===== src/rtl/program_loader.sv =====
// program_loader: parses header/address/payload frames from a byte stream and drives the memory load bus
// Ports: clk, rst_n (async active-low); in_valid/in_byte/in_ready stream input;
//        load, is_instruction, load_address, cpu_input load bus; cpu_hold while a frame is open;
//        done pulse at good frame end; frame_err sticky, cleared by next accepted header.
// Optional: PROGRAM_LOADER_CHECKSUM_EN adds a trailing XOR checksum byte per frame.
module program_loader #(
  parameter int ADDR_WIDTH = 4,
  parameter int DATA_WIDTH = 8
) (
  input  logic                  clk,
  input  logic                  rst_n,
  input  logic                  in_valid,
  input  logic [DATA_WIDTH-1:0] in_byte,
  output logic                  in_ready,
  output logic                  load,
  output logic                  is_instruction,
  output logic [ADDR_WIDTH-1:0] load_address,
  output logic [DATA_WIDTH-1:0] cpu_input,
  output logic                  cpu_hold,
  output logic                  done,
  output logic                  frame_err
);
`ifdef PROGRAM_LOADER_CHECKSUM_EN
  typedef enum logic [2:0] {IDLE, ADDR, DATA, CHK, DONE} state_t;
  logic [DATA_WIDTH-1:0] csum;
`else
  typedef enum logic [2:0] {IDLE, ADDR, DATA, DONE} state_t;
`endif
  state_t state;
  logic ty;
  logic [3:0] cnt;
  logic [ADDR_WIDTH-1:0] addr;
  logic acc;
  assign acc = in_valid && in_ready;
  always_ff @(posedge clk or negedge rst_n)
    if (!rst_n) begin
      state <= IDLE;
      ty <= 1'b0;
      cnt <= '0;
      addr <= '0;
      in_ready <= 1'b0;
      load <= 1'b0;
      is_instruction <= 1'b0;
      load_address <= '0;
      cpu_input <= '0;
      cpu_hold <= 1'b0;
      done <= 1'b0;
      frame_err <= 1'b0;
`ifdef PROGRAM_LOADER_CHECKSUM_EN
      csum <= '0;
`endif
    end else begin
      load <= 1'b0;
      done <= 1'b0;
      in_ready <= 1'b1;
      case (state)
        IDLE: if (acc) begin
          if (in_byte[6:4] != 3'd0) frame_err <= 1'b1;
          else begin
            ty <= in_byte[7];
            cnt <= in_byte[3:0];
            frame_err <= 1'b0;
            cpu_hold <= 1'b1;
            state <= ADDR;
`ifdef PROGRAM_LOADER_CHECKSUM_EN
            csum <= in_byte;
`endif
          end
        end
        ADDR: if (acc) begin
          addr <= in_byte[ADDR_WIDTH-1:0];
          state <= DATA;
`ifdef PROGRAM_LOADER_CHECKSUM_EN
          csum <= csum ^ in_byte;
`endif
        end
        DATA: if (acc) begin
          load <= 1'b1;
          load_address <= addr;
          cpu_input <= in_byte;
          is_instruction <= ty;
          addr <= addr + 1'b1;
          cnt <= cnt - 1'b1;
`ifdef PROGRAM_LOADER_CHECKSUM_EN
          csum <= csum ^ in_byte;
          if (cnt == 4'd0) state <= CHK;
`else
          if (cnt == 4'd0) begin
            state <= DONE;
            done <= 1'b1;
            cpu_hold <= 1'b0;
            in_ready <= 1'b0;
          end
`endif
        end
`ifdef PROGRAM_LOADER_CHECKSUM_EN
        CHK: if (acc) begin
          if (in_byte == csum) begin
            state <= DONE;
            done <= 1'b1;
            in_ready <= 1'b0;
          end else begin
            frame_err <= 1'b1;
            state <= IDLE;
          end
          cpu_hold <= 1'b0;
        end
`endif
        default: state <= IDLE;
      endcase
    end
endmodule


===== config.mk =====
export PLATFORM = sky130hd
export DESIGN_NAME = program_loader
export DESIGN_NICKNAME = d
export VERILOG_FILES = /design/src/rtl/program_loader.sv
export SDC_FILE = /design/constraint.sdc
export NUM_CORES = 1
export LEC_CHECK = 0
export CAP_MARGIN = 25
export CORE_UTILIZATION = 30
export DETAILED_ROUTE_END_ITERATION = 8
export PLACE_DENSITY = 0.61
export SLEW_MARGIN = 20
export SYNTH_ARGS = -nofsm -noshare
export SYNTH_HDL_FRONTEND = slang
export SYNTH_SLANG_ARGS = --single-unit

===== constraint.sdc =====
create_clock -name clk -period 2.5 [get_ports clk]
set_input_delay 0.5 -clock clk [delete_from_list [all_inputs] [get_ports clk]]
set_output_delay 0.5 -clock clk [all_outputs]
set_load 0.005 [all_outputs]

==> results of run 1 <==
[layout by cell type (no fill, tap or decap)]
cell / n
a21oi_1: 8
a31oi_1: 1
and2_1: 1
and3_1: 1
buf_4: 4
bufinv_16: 1
clkbuf_1: 1
clkbuf_8: 6
clkdlybuf4s50_1: 28
dfrtp_1: 29
ha_1: 6
inv_1: 9
mux2_2: 13
mux2i_1: 2
nand2_1: 8
nand3_1: 4
nand4_1: 1
nor2_1: 9
nor2_2: 1
nor3_1: 4
o211ai_1: 1
o21ai_0: 11
o22ai_1: 3
o2bb2ai_1: 1
o31a_1: 1
o31ai_1: 2
o32a_1: 1
o32ai_1: 2
or2_2: 1
or3_1: 1
or3b_1: 1
or4b_4: 1
[state kept, by name, indices dropped and copies added (netlist names)]
signal          flops
state               2
is_instruction      1
load                1
addr                4
cpu_hold            1
load_address        4
done                1
ty                  1
cnt                 4
cpu_input           8
in_ready            1
frame_err           1
[area by class of cell]
type	count	share of cell area
multi-input cells	85	0.322
well taps	52	0.0353
repair buffers	32	0.168
clock inverters	1	0.0163
clock buffers	7	0.0468
inverters	9	0.0183
flip-flops and latches	29	0.393
[cell families (layout without fill, tap and decap cells)]
family,Yosys count,after routing,synth area share
flops,29,29,0.529
buf+inv,14,49,0.0392
mux,15,15,0.121
compound gates,31,31,0.137
fa+ha+maj,6,6,0.0547
simple gates,33,33,0.119
[report_power, final]
group | internal, uW | total (uW) | switching [uW]
Sequential | 682 | 836 | 154
Combinational | 554 | 1000 | 450
Clock | 325 | 503 | 179
Total | 1560 | 2340 | 782
[worst paths after layout]
check | slack (ns) | end | cells after the start
max | 0.49 | ty | 5
max in group asynchronous | 1.62 | cnt[2] | 2
max reg2reg | 0.49 | ty | 5
min reg2reg | 0.49 | cpu_input[0] | 2
min in group asynchronous | 0.60 | cpu_input[1] | 2
min | 0.49 | cpu_input[0] | 2
[critical path: cells and delay by family (launching register included)]
kind,cells,cell delay (ns)
buffers and inverters,1,0.12
flip-flops,1,0.40
multiplexers,1,0.36
adder cells (fa/ha/maj),1,0.31
AND/OR/NAND/NOR,2,0.72
[metrics by stage]
stage	setup WS, ns	instances	total power (uW)	instance area (um2)
6_report	0.492	215	2340	1840
3_5_place_dp	0.258	207	1850	1730
4_1_cts	0.487	215	2360	1840
3_3_place_gp	0.335	207	1800	1730
5_1_grt	0.420	215	2520	1840
2_1_floorplan	0.702	128	1400	1370
[per-layer routing]
| metal | vias to the layer above | routed length, um |
|---|---|---|
| met4 | 0 | 8 |
| met5 | - | 0 |
| met1 | 531 | 1440 |
| li1 | 522 | - |
| met3 | 2 | 187 |
| met2 | 34 | 1520 |
==> impl_metrics.json, run 1 <==
{
  "status": "complete, no violations",
  "grtUsageMet2": 0.216,
  "fmax_mhz": 498,
  "synthesis.area_um2": 1370,
  "syn_area_per_cell_um2": 10.7,
  "clock_latency_ns": 0.28,
  "maxCapViolations": 0,
  "dieArea_um2": 4850,
  "cpMaxStageDelayCell": "or4b_4",
  "dp_hpwl_mm": 2.25,
  "rsz0062_at_grt": "no",
  "startpoint": "state[0]",
  "diodes": 0,
  "fin_skew_ns": 0.00652,
  "grt_use_met1": 0.178,
  "ioPinCount": 29,
  "synth-seq-area-share": 0.529,
  "final-setup-viol-count": 0,
  "synth.distinct_cells": 30,
  "numPortBuffers": 28,
  "slew_violations": 0,
  "grt_max_degree": 30,
  "coreArea_um2": 4380,
  "finalHoldViolCount": 0,
  "top_usage_layer": "met2",
  "rr_startpoint": "state[0]",
  "critPathKind": "reg -> reg",
  "grt_pass1_wl_mm": 5.22,
  "cts_buffers": 5,
  "max-clock-path-buffers": 2,
  "gr-usage-all-layers": 0.140,
  "fin_crit_ns": 2.01,
  "yosysWarnings": 0,
  "routabilityCongestion": 0.848,
  "drc_errors": 0,
  "vias": 1089,
  "fin_nets": 179,
  "multi_input_area_um2": 593,
  "layout.area.seq_um2": 726,
  "crit_arrival_ns": 2.18,
  "yosys.cell_count.top_type": "dfrtp_1",
  "cts_tree": "yes",
  "synthTopCellsByCount": "29 x dfrtp_1, 13 x mux2_2, 11 x o21ai_0",
  "async_reset_ff_frac": 1.00,
  "syn_inst": 128,
  "synth-edff-count": 0,
  "post-route-util": 0.421,
  "die_h_um": 69.6,
  "fillers": 408,
  "synth_top_cell_by_area": "dfrtp_1",
  "synthesis.nets": 145,
  "wl_per_cell_um": 14.7,
  "slowest_delay_ns": 0.52,
  "ys_ff_latch": 29,
  "routed_wl_mm": 3.16,
  "whs_ns": 0.491,
  "cp_max_fo": 7,
  "die_w_um": 69.6,
  "overflow": 0,
  "grt_use_met3": 0.0523,
  "start_kind": "flip-flop",
  "syn_to_final_growth_pct": 34.4,
  "hold_class": "reg -> reg",
  "cp.required_ns": 2.67,
  "cts_root_buf": "clkbuf_8",
  "layout-drive-gt1-share": 0.166,
  "via_per_inst": 5.07,
  "end_kind": "flip-flop",
  "path_cells": "inv_1 > ha_1 > or4b_4 > nor2_2 > mux2_2",
  "cts.hold.buffers_added": 0,
  "ys_dominant_reg_cell": "dfrtp_1",
  "hold_start": "cpu_input[0]",
  "antenna_left": 0,
  "clkTransAtPathRegs_ns": 0.07,
  "fin_tns_setup_ns": 0,
  "powerDensity_nw_per_um2": 1270,
  "initial_core_util": 0.313,
  "cts_max_level": 2,
  "cts-resized-gates": 0,
  "firstDrtPassIters": 4,
  "antenna_found_initial": 0,
  "relSlewSlack": 0.615,
  "synthTopCellsByArea": "dfrtp_1 53%, mux2_2 11%, ha_1 5.5%",
  "p_leak_uw": 0.000808,
  "finalCritPeriodShare": 0.803,
  "post_cts_buffers": 0,
  "core.rowCount": 24,
  "worst_pin_slew_ns": 0.577,
  "ir_drop_v": 0.000544,
  "dr.first_iter.drc_count": 38,
  "first_global_vias": 1094,
  "yosysTopAreaCellShare": 0.529,
  "cts_sinks": 29
}
(Power assumes the default switching activity.)
==> run 2: changes to the inputs <==
- clock period: 2.5 -> 2.1 ns (I/O delays scaled with it)
==> impl_metrics.json, run 2 (same netlist as run 1, synthesis figures left out) <==
{
  "fillers": 415,
  "crit_arrival_ns": 1.99,
  "antenna_found_initial": 0,
  "coreArea_um2": 4380,
  "most-common-layout-cells": "29 x dfrtp_1, 28 x clkdlybuf4s50_1, 13 x mux2_2",
  "cts_sinks": 29,
  "status": "complete, no violations",
  "hold_class": "reg -> reg",
  "regMostFlops": "cpu_input",
  "grt_use_met1": 0.185,
  "fin_nets": 184,
  "via_per_inst": 5.08,
  "post_cts_buffers": 0,
  "rsz0062_at_grt": "no",
  "dieArea_um2": 4850,
  "cp_top_family": "simple AND/OR/NAND/NOR gates",
  "diodes": 0,
  "clock_latency_ns": 0.27,
  "grt_pass1_wl_mm": 5.55,
  "ir_drop_v": 0.000592,
  "cp_max_fo": 13,
  "cp.required_ns": 2.28,
  "hold_start": "cpu_input[3]",
  "ioPinCount": 29,
  "syn_to_final_growth_pct": 34.6,
  "firstDrtPassIters": 4,
  "cts.hold.buffers_added": 0,
  "die_w_um": 69.6,
  "slew_violations": 0,
  "worst_pin_slew_ns": 0.466,
  "fin_skew_ns": 0.00491,
  "top_usage_layer": "met2",
  "critPathKind": "reg -> reg",
  "dp_worst_setup_slack_ns": 0.00667,
  "numPortBuffers": 28,
  "antenna_left": 0,
  "setup_ws_ns": 0.295,
  "rr_startpoint": "state[0]",
  "total_power_uw": 2670,
  "whs_ns": 0.479,
  "grt_max_degree": 30,
  "finalCritPeriodShare": 0.859,
  "routabilityCongestion": 0.927,
  "die_h_um": 69.6,
  "cts_root_buf": "clkbuf_8",
  "dr.first_iter.drc_count": 39,
  "vias": 1118,
  "powerDensity_nw_per_um2": 1450,
  "fin_crit_ns": 1.80,
  "gr-usage-all-layers": 0.144,
  "cpMaxStageDelayCell": "ha_1",
  "routed_wl_mm": 3.11,
  "largest_reg_flops": 8,
  "first_global_vias": 1157,
  "start_kind": "flip-flop",
  "final-setup-viol-count": 0,
  "fmax_mhz": 554,
  "grt_use_met3": 0.0349,
  "core.rowCount": 24,
  "max-clock-path-buffers": 2,
  "fin_tns_setup_ns": 0,
  "initial_core_util": 0.313,
  "overflow": 0,
  "wl_per_cell_um": 14.1,
  "layout_commonest_cell": "dfrtp_1",
  "drc_errors": 0,
  "finalHoldViolCount": 0,
  "p_leak_uw": 0.000819,
  "grtUsageMet2": 0.234,
  "dp_hpwl_mm": 2.28,
  "layout-drive-gt1-share": 0.190,
  "cts-resized-gates": 0,
  "cts_tree": "yes",
  "startpoint": "state[0]",
  "crit_buf_inv": 1,
  "end_kind": "flip-flop",
  "cts_buffers": 5,
  "relSlewSlack": 0.689,
  "clkTransAtPathRegs_ns": 0.06,
  "path_cells": "inv_1 > ha_1 > nor2_1 > nor3_1 > o211ai_1 > o21ai_0",
  "cts_max_level": 2,
  "maxCapViolations": 0,
  "slowest_delay_ns": 0.46
}
## run 2: cell types whose count changed in the layout (fill, tap and decap cells not counted)
cell,change
buf_4,+5
bufinv_16,-1
clkbuf_8,-1
clkinv_2,+2
## run 2: metrics by stage
| stage | instances | instance area, um2 | util |
|---|---|---|---|
| finish | 220 | 1850 | 0.422 |
| global placement | 212 | 1770 | 0.403 |
| global route | 220 | 1850 | 0.422 |
| detailed placement | 212 | 1770 | 0.403 |
| CTS | 220 | 1850 | 0.422 |
| floorplan | 128 | 1370 | - |
## run 2: per-layer routing
metal  up-vias  wire length [um]
met5         -                 0
met4         0                 8
met3         2               166
met2        35              1480
met1       547              1450
li1        534                 -
## run 2: cell type report
cell class / count / area (um2) / area share
clock buffer: 6 / 72.6 / 0.0393
clock inverter: 2 / 10.0 / 0.00542
inverter: 9 / 33.8 / 0.0183
multi-input combinational: 85 / 593 / 0.321
sequential: 29 / 726 / 0.393
tap: 52 / 65.1 / 0.0352
timing repair buffer: 37 / 348 / 0.188
## run 2: report_power, final
part | switching [uW] | internal (uW)
sequential | 177 | 812
combinational | 540 | 708
clock | 206 | 229
## run 2: final timing paths
path                           endpoint  slack, ns  cells past startpoint
setup / recovery                 cnt[1]       0.30                      6
hold / removal             cpu_input[3]       0.48                      2
setup reg to reg                 cnt[1]       0.30                      6
hold reg to reg            cpu_input[3]       0.48                      2
max in group asynchronous      in_ready       1.29                      2
min in group asynchronous  cpu_input[2]       0.53                      2
## run 2: worst register-to-register path, stage by stage (launching register included)
cell	delay [ns]
dfrtp_1	0.40
inv_1	0.11
ha_1	0.46
nor2_1	0.14
nor3_1	0.34
o211ai_1	0.16
o21ai_0	0.11
